<file path="config.mk">
export PLATFORM = sky130hd
export DESIGN_NAME = clock_divider_multi
export DESIGN_NICKNAME = d
export VERILOG_FILES = /design/src/rtl/clock_divider_multi.sv
export SDC_FILE = /design/constraint.sdc
export NUM_CORES = 1
export LEC_CHECK = 0
export BUFFER_PORTS_ARGS = -buffer_cell sky130_fd_sc_hd__buf_2
export CORE_MARGIN = 2
export CORE_UTILIZATION = 45
export DETAILED_ROUTE_END_ITERATION = 8
export GPL_TIMING_DRIVEN = 0
export PLACE_DENSITY = 0.59
export SYNTH_ARGS = -nofsm -noshare
export SYNTH_HDL_FRONTEND = slang
export SYNTH_SLANG_ARGS = --single-unit
</file>
<file path="constraint.sdc">
create_clock -name clock_in -period 5.3 [get_ports clock_in]
set_input_delay 0.53 -clock clock_in [delete_from_list [all_inputs] [get_ports clock_in]]
set_output_delay 0.53 -clock clock_in [all_outputs]
set_load 0.01 [all_outputs]
</file>
<file path="src/rtl/clock_divider_multi.sv">
// Multi-channel programmable clock divider. Each channel produces a square wave and a
// one-cycle wrap strobe, and runs free or advances one period per step request.
module clock_divider_multi #(
  parameter int CHANNELS        = 2,
  parameter int WIDTH           = 28,
  parameter int DEFAULT_DIVISOR = 10_000_000,
  parameter int CHAN_BITS       = 1
) (
  input  logic                 clock_in,
  input  logic                 reset,
  input  logic                 wr_en,
  input  logic [CHAN_BITS-1:0] wr_chan,
  input  logic [WIDTH-1:0]     wr_divisor,
  input  logic [CHANNELS-1:0]  enable,
  input  logic [CHANNELS-1:0]  mode_step,
  input  logic [CHANNELS-1:0]  step_req,
  output logic [CHANNELS-1:0]  clock_out,
  output logic [CHANNELS-1:0]  tick_out,
  output logic [CHANNELS-1:0]  busy
);

  typedef enum logic {
    IDLE = 1'b0,
    RUN  = 1'b1
  } state_t;

  localparam logic [WIDTH-1:0] DIV_RESET = WIDTH'(DEFAULT_DIVISOR);
  localparam logic [WIDTH-1:0] DIV_MIN   = WIDTH'(2);
  localparam logic [WIDTH-1:0] ONE       = WIDTH'(1);

  // Divisors below 2 cannot produce a low and a high phase, so they are clamped.
  logic [WIDTH-1:0] wr_value;
  assign wr_value = (wr_divisor < DIV_MIN) ? DIV_MIN : wr_divisor;

  for (genvar ch = 0; ch < CHANNELS; ch++) begin : g_chan
    state_t           state, state_nxt;
    logic [WIDTH-1:0] cnt, cnt_nxt;
    logic [WIDTH-1:0] div, div_nxt;
    logic [WIDTH-1:0] pend, pend_nxt;
    logic             pend_v, pend_v_nxt;
    logic             write_hit, advancing, at_last, wrap;
    logic [WIDTH-1:0] eff_pend;
    logic             eff_v;

    // NOTE: every variable gets a default first so no path leaves it unassigned (no latches).
    always_comb begin
      write_hit  = wr_en && (32'(wr_chan) == ch);
      advancing  = enable[ch] && (state == RUN);
      at_last    = (cnt == div - ONE);
      wrap       = advancing && at_last;
      // A write in the wrap cycle counts as already pending, so it lands at that wrap.
      eff_pend   = write_hit ? wr_value : pend;
      eff_v      = write_hit || pend_v;

      state_nxt  = state;
      cnt_nxt    = cnt;
      div_nxt    = div;
      pend_nxt   = eff_pend;
      pend_v_nxt = eff_v;

      if (!advancing || at_last) cnt_nxt = '0;
      else                       cnt_nxt = cnt + ONE;

      // Divisor swaps only at a period boundary or while the counter is parked at 0.
      if ((wrap || !advancing) && eff_v) begin
        div_nxt    = eff_pend;
        pend_v_nxt = 1'b0;
      end

      unique case (state)
        IDLE:    if (!mode_step[ch] || (enable[ch] && step_req[ch])) state_nxt = RUN;
        RUN:     if (wrap && mode_step[ch]) state_nxt = IDLE;
        default: state_nxt = IDLE;
      endcase
    end

    // NOTE: sequential state uses non-blocking assignments so all registers update together.
    // NOTE: every register, pending divisor included, is reset so a reset discards queued writes.
    always_ff @(posedge clock_in) begin
      if (reset) begin
        state  <= mode_step[ch] ? IDLE : RUN;
        cnt    <= '0;
        div    <= DIV_RESET;
        pend   <= '0;
        pend_v <= 1'b0;
      end else begin
        state  <= state_nxt;
        cnt    <= cnt_nxt;
        div    <= div_nxt;
        pend   <= pend_nxt;
        pend_v <= pend_v_nxt;
      end
    end

    // Square wave comes straight from registers; odd divisors get the longer high phase.
    assign clock_out[ch] = (cnt >= (div >> 1));
    assign tick_out[ch]  = wrap;
    assign busy[ch]      = (state == RUN) && mode_step[ch];
  end

endmodule

</file>
==> After elaboration in Yosys (flattened, before gate mapping) <==
Index checks and enable logic that the tools add are counted.
{ "op_classes": {"n_lt_le_gt_ge": 3, "addsub": 4, "n_mux": 13, "n_reduce_logical": 30, "eq_ne": 2, "bitwise_logic": 3} }
{ "op_table": {"columns": ["cell", "count"], "rows": [
  ["28-bit two-way mux", 3],
  ["28-bit by 1-bit adder with 28-bit output (second input constant)", 2],
  ["28-bit == test", 2],
  ["28-bit by 27-bit greater-or-equal comparator with 1-bit output", 2],
  ["28-bit by 1-bit subtractor with 28-bit output (second input constant)", 2],
  ["28-bit by 2-bit less-than comparator with 1-bit output (second input constant)", 1],
  ["1-bit logical AND", 14],
  ["1-bit logical OR", 8],
  ["1-bit two-way mux", 8],
  ["2-bit OR reduction", 4],
  ["1-bit zero test", 4],
  ["1-bit one-hot mux with 2 select lines", 2],
  ["1-bit NOT", 3]
]} }
{ "totals": {"inputBits": 38, "ff_bits": 172, "word_cells": 65} }

==> Logic depth before layout (Yosys ltp) <==
{ "logic_depth": {"depth_word": 7, "ltp_mapped": 12, "depth_no_buf": 10} }

==> Worst setup path before layout <==
OpenSTA, ideal clock, no wires.
{ "synth_timing": {"path_type": "register to register", "startpoint": "reg g_chan[1].div[0]", "endpoint": "reg g_chan[1].div[11]", "stages_incl_launch_ff": 13, "arrival_ns": 3.108, "setup_ns": 0.121, "period_less_slack_ns": 3.229, "path_slack_ns": 2.071, "n_path_buf": 2, "cell_sequence": "dfxtp_1 inv_1 ha_1 nor4b_4 nand3_1 or4_1 a22oi_1 nand4_1 or4_4 o31a_1 buf_6 buf_12 mux2_4"} }
{ "synth_between": {"elab_chain_len": 5} }
{ "synth_rtl": {"columns": ["element", "line_no", "text"], "rows": [
  ["start, declared", "38", "logic [WIDTH-1:0] div, div_nxt;"],
  ["start signal, assigned", "89", "div <= div_nxt;"],
  ["28-bit by 1-bit subtractor with 28-bit output", "49", "at_last = (cnt == div - ONE);"],
  ["28-bit == test", "49", null],
  ["1-bit logical AND", "50", "wrap = advancing && at_last;"],
  ["1-bit logical OR", "65", "if ((wrap || !advancing) && eff_v) begin"],
  ["1-bit logical AND", "65", null]
]} }
No other way between the ends.
A chain may end at the register's enable or synchronous reset.

==> Worst setup path in the final report <==
{ "layout_timing": {"startpoint": "reg g_chan[1].div[0]", "endpoint": "out tick_out[1]"} }
{ "layout_between": {"elab_chain_len": 3} }
{ "layout_rtl": {"columns": ["element", "line_no", "text"], "rows": [
  ["28-bit by 1-bit subtractor with 28-bit output", "49", null],
  ["28-bit == test", "49", null],
  ["1-bit logical AND", "50", null],
  ["end, declared", "18", "output logic [CHANNELS-1:0] tick_out,"]
]} }
No other way between the ends.

==> results.toml <==
[logic_synthesis]
post_synth.cell_area_avg_um2 = 8.35
synth_seq_cells = 172
synthArstFlopShare_pct = 0
synth_common_cells = "175 x nor2_1, 172 x dfxtp_1, 126 x nand2_1"
ys_types = 76
synth_largest_area_cell = "dfxtp_1"
synthFlopType = "dfxtp_1"
yosys-top-cells-area = "dfxtp_1 34%, ha_1 7.1%, nor2_1 6.4%"
synthCells = 1227
synth.most_common_cell = "nor2_1"
yosysWarnings = 0
syn-num-nets = 1323
synth_top_area_share_pct = 33.6
synth_area_um2 = 10200
synth_edf_count = 0
yosysSeqAreaShare_pct = 33.6

[routing]
dr.pass1.iters = 5
wl_per_cell_um = 17.0
top_layer = "met4"
routed_via_density = 5.43
drt-met1-wl_mm = 11.7
drc = 0
dr_wl_met3_um = 735
wl_mm = 26.9
ant_nets = 0
initialDrtViolationCount = 394
num_vias = 8614
dr_wl_met2_mm = 13.4

[finish]
multi_input_area_um2 = 6230
fillers = 2198
drive_gt1_share_pct = 10.9
layout.cells.non_filler = 1586
area_growth_pct = 11.2
fin_nets = 1384
fin_util_pct = 50.6
antenna_cells = 0
seq_area_um2 = 3440

[critical_path]
cp.required_ns = 4.77
crit_type = "reg2out"
start_kind = "register"
r2r_end = "g_chan[1].cnt[26]"
crit_family = "simple AND/OR/NAND/NOR gates"
critPathArrivalTime_ns = 3.96
max_stage_delay_ns = 0.49
crit_fanout = 8
rr_worst_depth = 12
critPathCaptureType = "output port"
cp.depth = 12
reg2reg_slack_ns = 1.30
critPathSlowestCell = "nor4b_4"
path_buf_inv = 3
crit_end = "tick_out[1]"
rr_startpoint = "g_chan[1].div[0]"
path_cells = "inv_1, ha_1, nor4b_4, nand3_1, or4_1, a2111oi_0, nand3b_1, nor4b_1, nand4b_1, nor2_1, buf_4, buf_2"
crit_start = "g_chan[1].div[0]"

[run]
maxCapViolCount = 0

[die]
core-area_um2 = 22500
std_cell_rows = 55
fp.dieW_um = 155
die_h_um = 155
start_util_pct = 45.5
ios = 44
dieArea_um2 = 24000

[grt]
grt_pass1_wl_mm = 43.3
overflow = 0
grt_max_degree = 19
antenna_found_initial = 0
track_usage_pct = 22.8
grt_pass1_vias = 8368

[timing]
hold_viol_final = 0
holdWs_ns = 0.281
slew_headroom_pct = 38.9
skew_ns = 0.0144
slew_viol_final = 0
tightest_slew_ns = 0.909
max_freq_mhz = 223
period_needed_ns = 4.49
setup_viol = 0
fin_setup_tns_ns = 0
setup_slack_ns = 0.813
min_period_over_period_pct = 84.7
rsz0062_at_grt = "no"

[clocking]
clockRootBuffer = "clkbuf_16"
cts_tree = "yes"
cts_buffers = 17
clk_pin_slew_ns = 0.07
clkSinkCount = 172
cts_htree_levels = 4
insertion_delay_ns = 0.45
cts_resized = 0
hold_buffers = 0
cts_buffer_depth = 2
postCtsSetupBuffers = 0

[place]
place_hpwl_mm = 21.1
dp_slack_ns = 1.22
gp_congestion = 0.889
numPortBuffers = 42
dp_cells = 1554

[pwr]
powerDensity_nw_per_um2 = 260
p_leak_nw = 4.58
vdd_drop_max_mv = 0.169

[min_path]
hold_path.class = "in2reg"

[status]
status = "complete, no violations"
==> area by class of cell <==
type	count	share of cell area, %
plain buffers	57	2.89
clock buffers	17	3.73
clock inverters	15	1.34
inverters	66	2.17
repair buffers	42	1.84
well taps	285	3.13
multi-input cells	932	54.7
flip-flops and latches	172	30.2
==> routing by layer <==
metal  vias up  track usage, %
met2       162            41.4
met4         0            10.2
met1      4025            26.6
met5         -               0
li1       4371               -
met3        56            3.37
==> cells by family (layout without fill, tap and decap cells) <==
kind of cell	after synthesis	after routing	share of synthesized area [%]
compound gates	170	170	10.6
mux	69	69	7.65
fa+ha+maj	58	58	7.08
simple gates	516	516	25.3
buf+inv	123	197	5.63
flops	172	172	33.6
xor+xnor	119	119	10.2
==> where the power goes <==
part,switching [mW],leakage (nW),internal [mW]
clock network,0.623,0.279,0.628
registers,0.0353,1.40,1.33
logic,0.203,2.91,0.138
total,0.861,4.58,2.10
==> worst reg2reg max path: cells and delay by family (launching register included) <==
family                   cells  cell delay, ns
buffers and inverters        3            0.74
adder cells (fa/ha/maj)      1            0.28
AO/OA/AOI/OAI                2            0.66
flip-flops                   1            0.35
AND/OR/NAND/NOR              4            1.51
multiplexers                 2            0.35
==> state kept, by name, indices dropped and copies added, names as in the netlist <==
| signal | count |
|---|---|
| g_chan.cnt | 56 |
| g_chan.div | 56 |
| g_chan.pend | 56 |
| g_chan.pend_v | 2 |
| g_chan.state | 2 |
==> stage by stage <==
step	power, mW	cell area, um^2
2_1_floorplan	1.63	10200
3_3_place_gp	1.73	10800
3_5_place_dp	1.74	10800
4_1_cts	2.98	11400
5_1_grt	3.07	11400
6_report	2.96	11400
==> cell usage in the layout (no fill, tap or decap), types with 11 or more instances in the layout <==
cell and instances:
and3_1 11, xnor2_1 60, clkbuf_16 17, mux2i_1 30, nor3_1 22, and4_1 11
dfxtp_1 172, clkbuf_1 35, nand4_1 34, o21ai_0 26, xor2_1 59, mux2_1 11
nor2_1 175, a21oi_1 68, nand3_1 34, mux2_4 12, nor2b_1 17, a21o_1 19
ha_1 58, nand2_1 126, inv_1 66, buf_2 48, nor4_1 21, mux2_2 16
==> how the worst min path moves through the flow <==
stage | start | to | slack (ns) | depth (start not counted)
after CTS | mode_step[1] | g_chan[1].state | 0.27 | 2
after floorplan | g_chan[0].pend[27] | g_chan[0].pend[27] | 0.44 | 2
after detailed placement | g_chan[1].pend[10] | g_chan[1].pend[10] | 0.45 | 2
after global routing | mode_step[1] | g_chan[1].state | 0.29 | 2
final | mode_step[1] | g_chan[1].state | 0.28 | 2
after global placement | g_chan[1].pend[19] | g_chan[1].pend[19] | 0.44 | 2
Power figures use the tool's default switching activity.
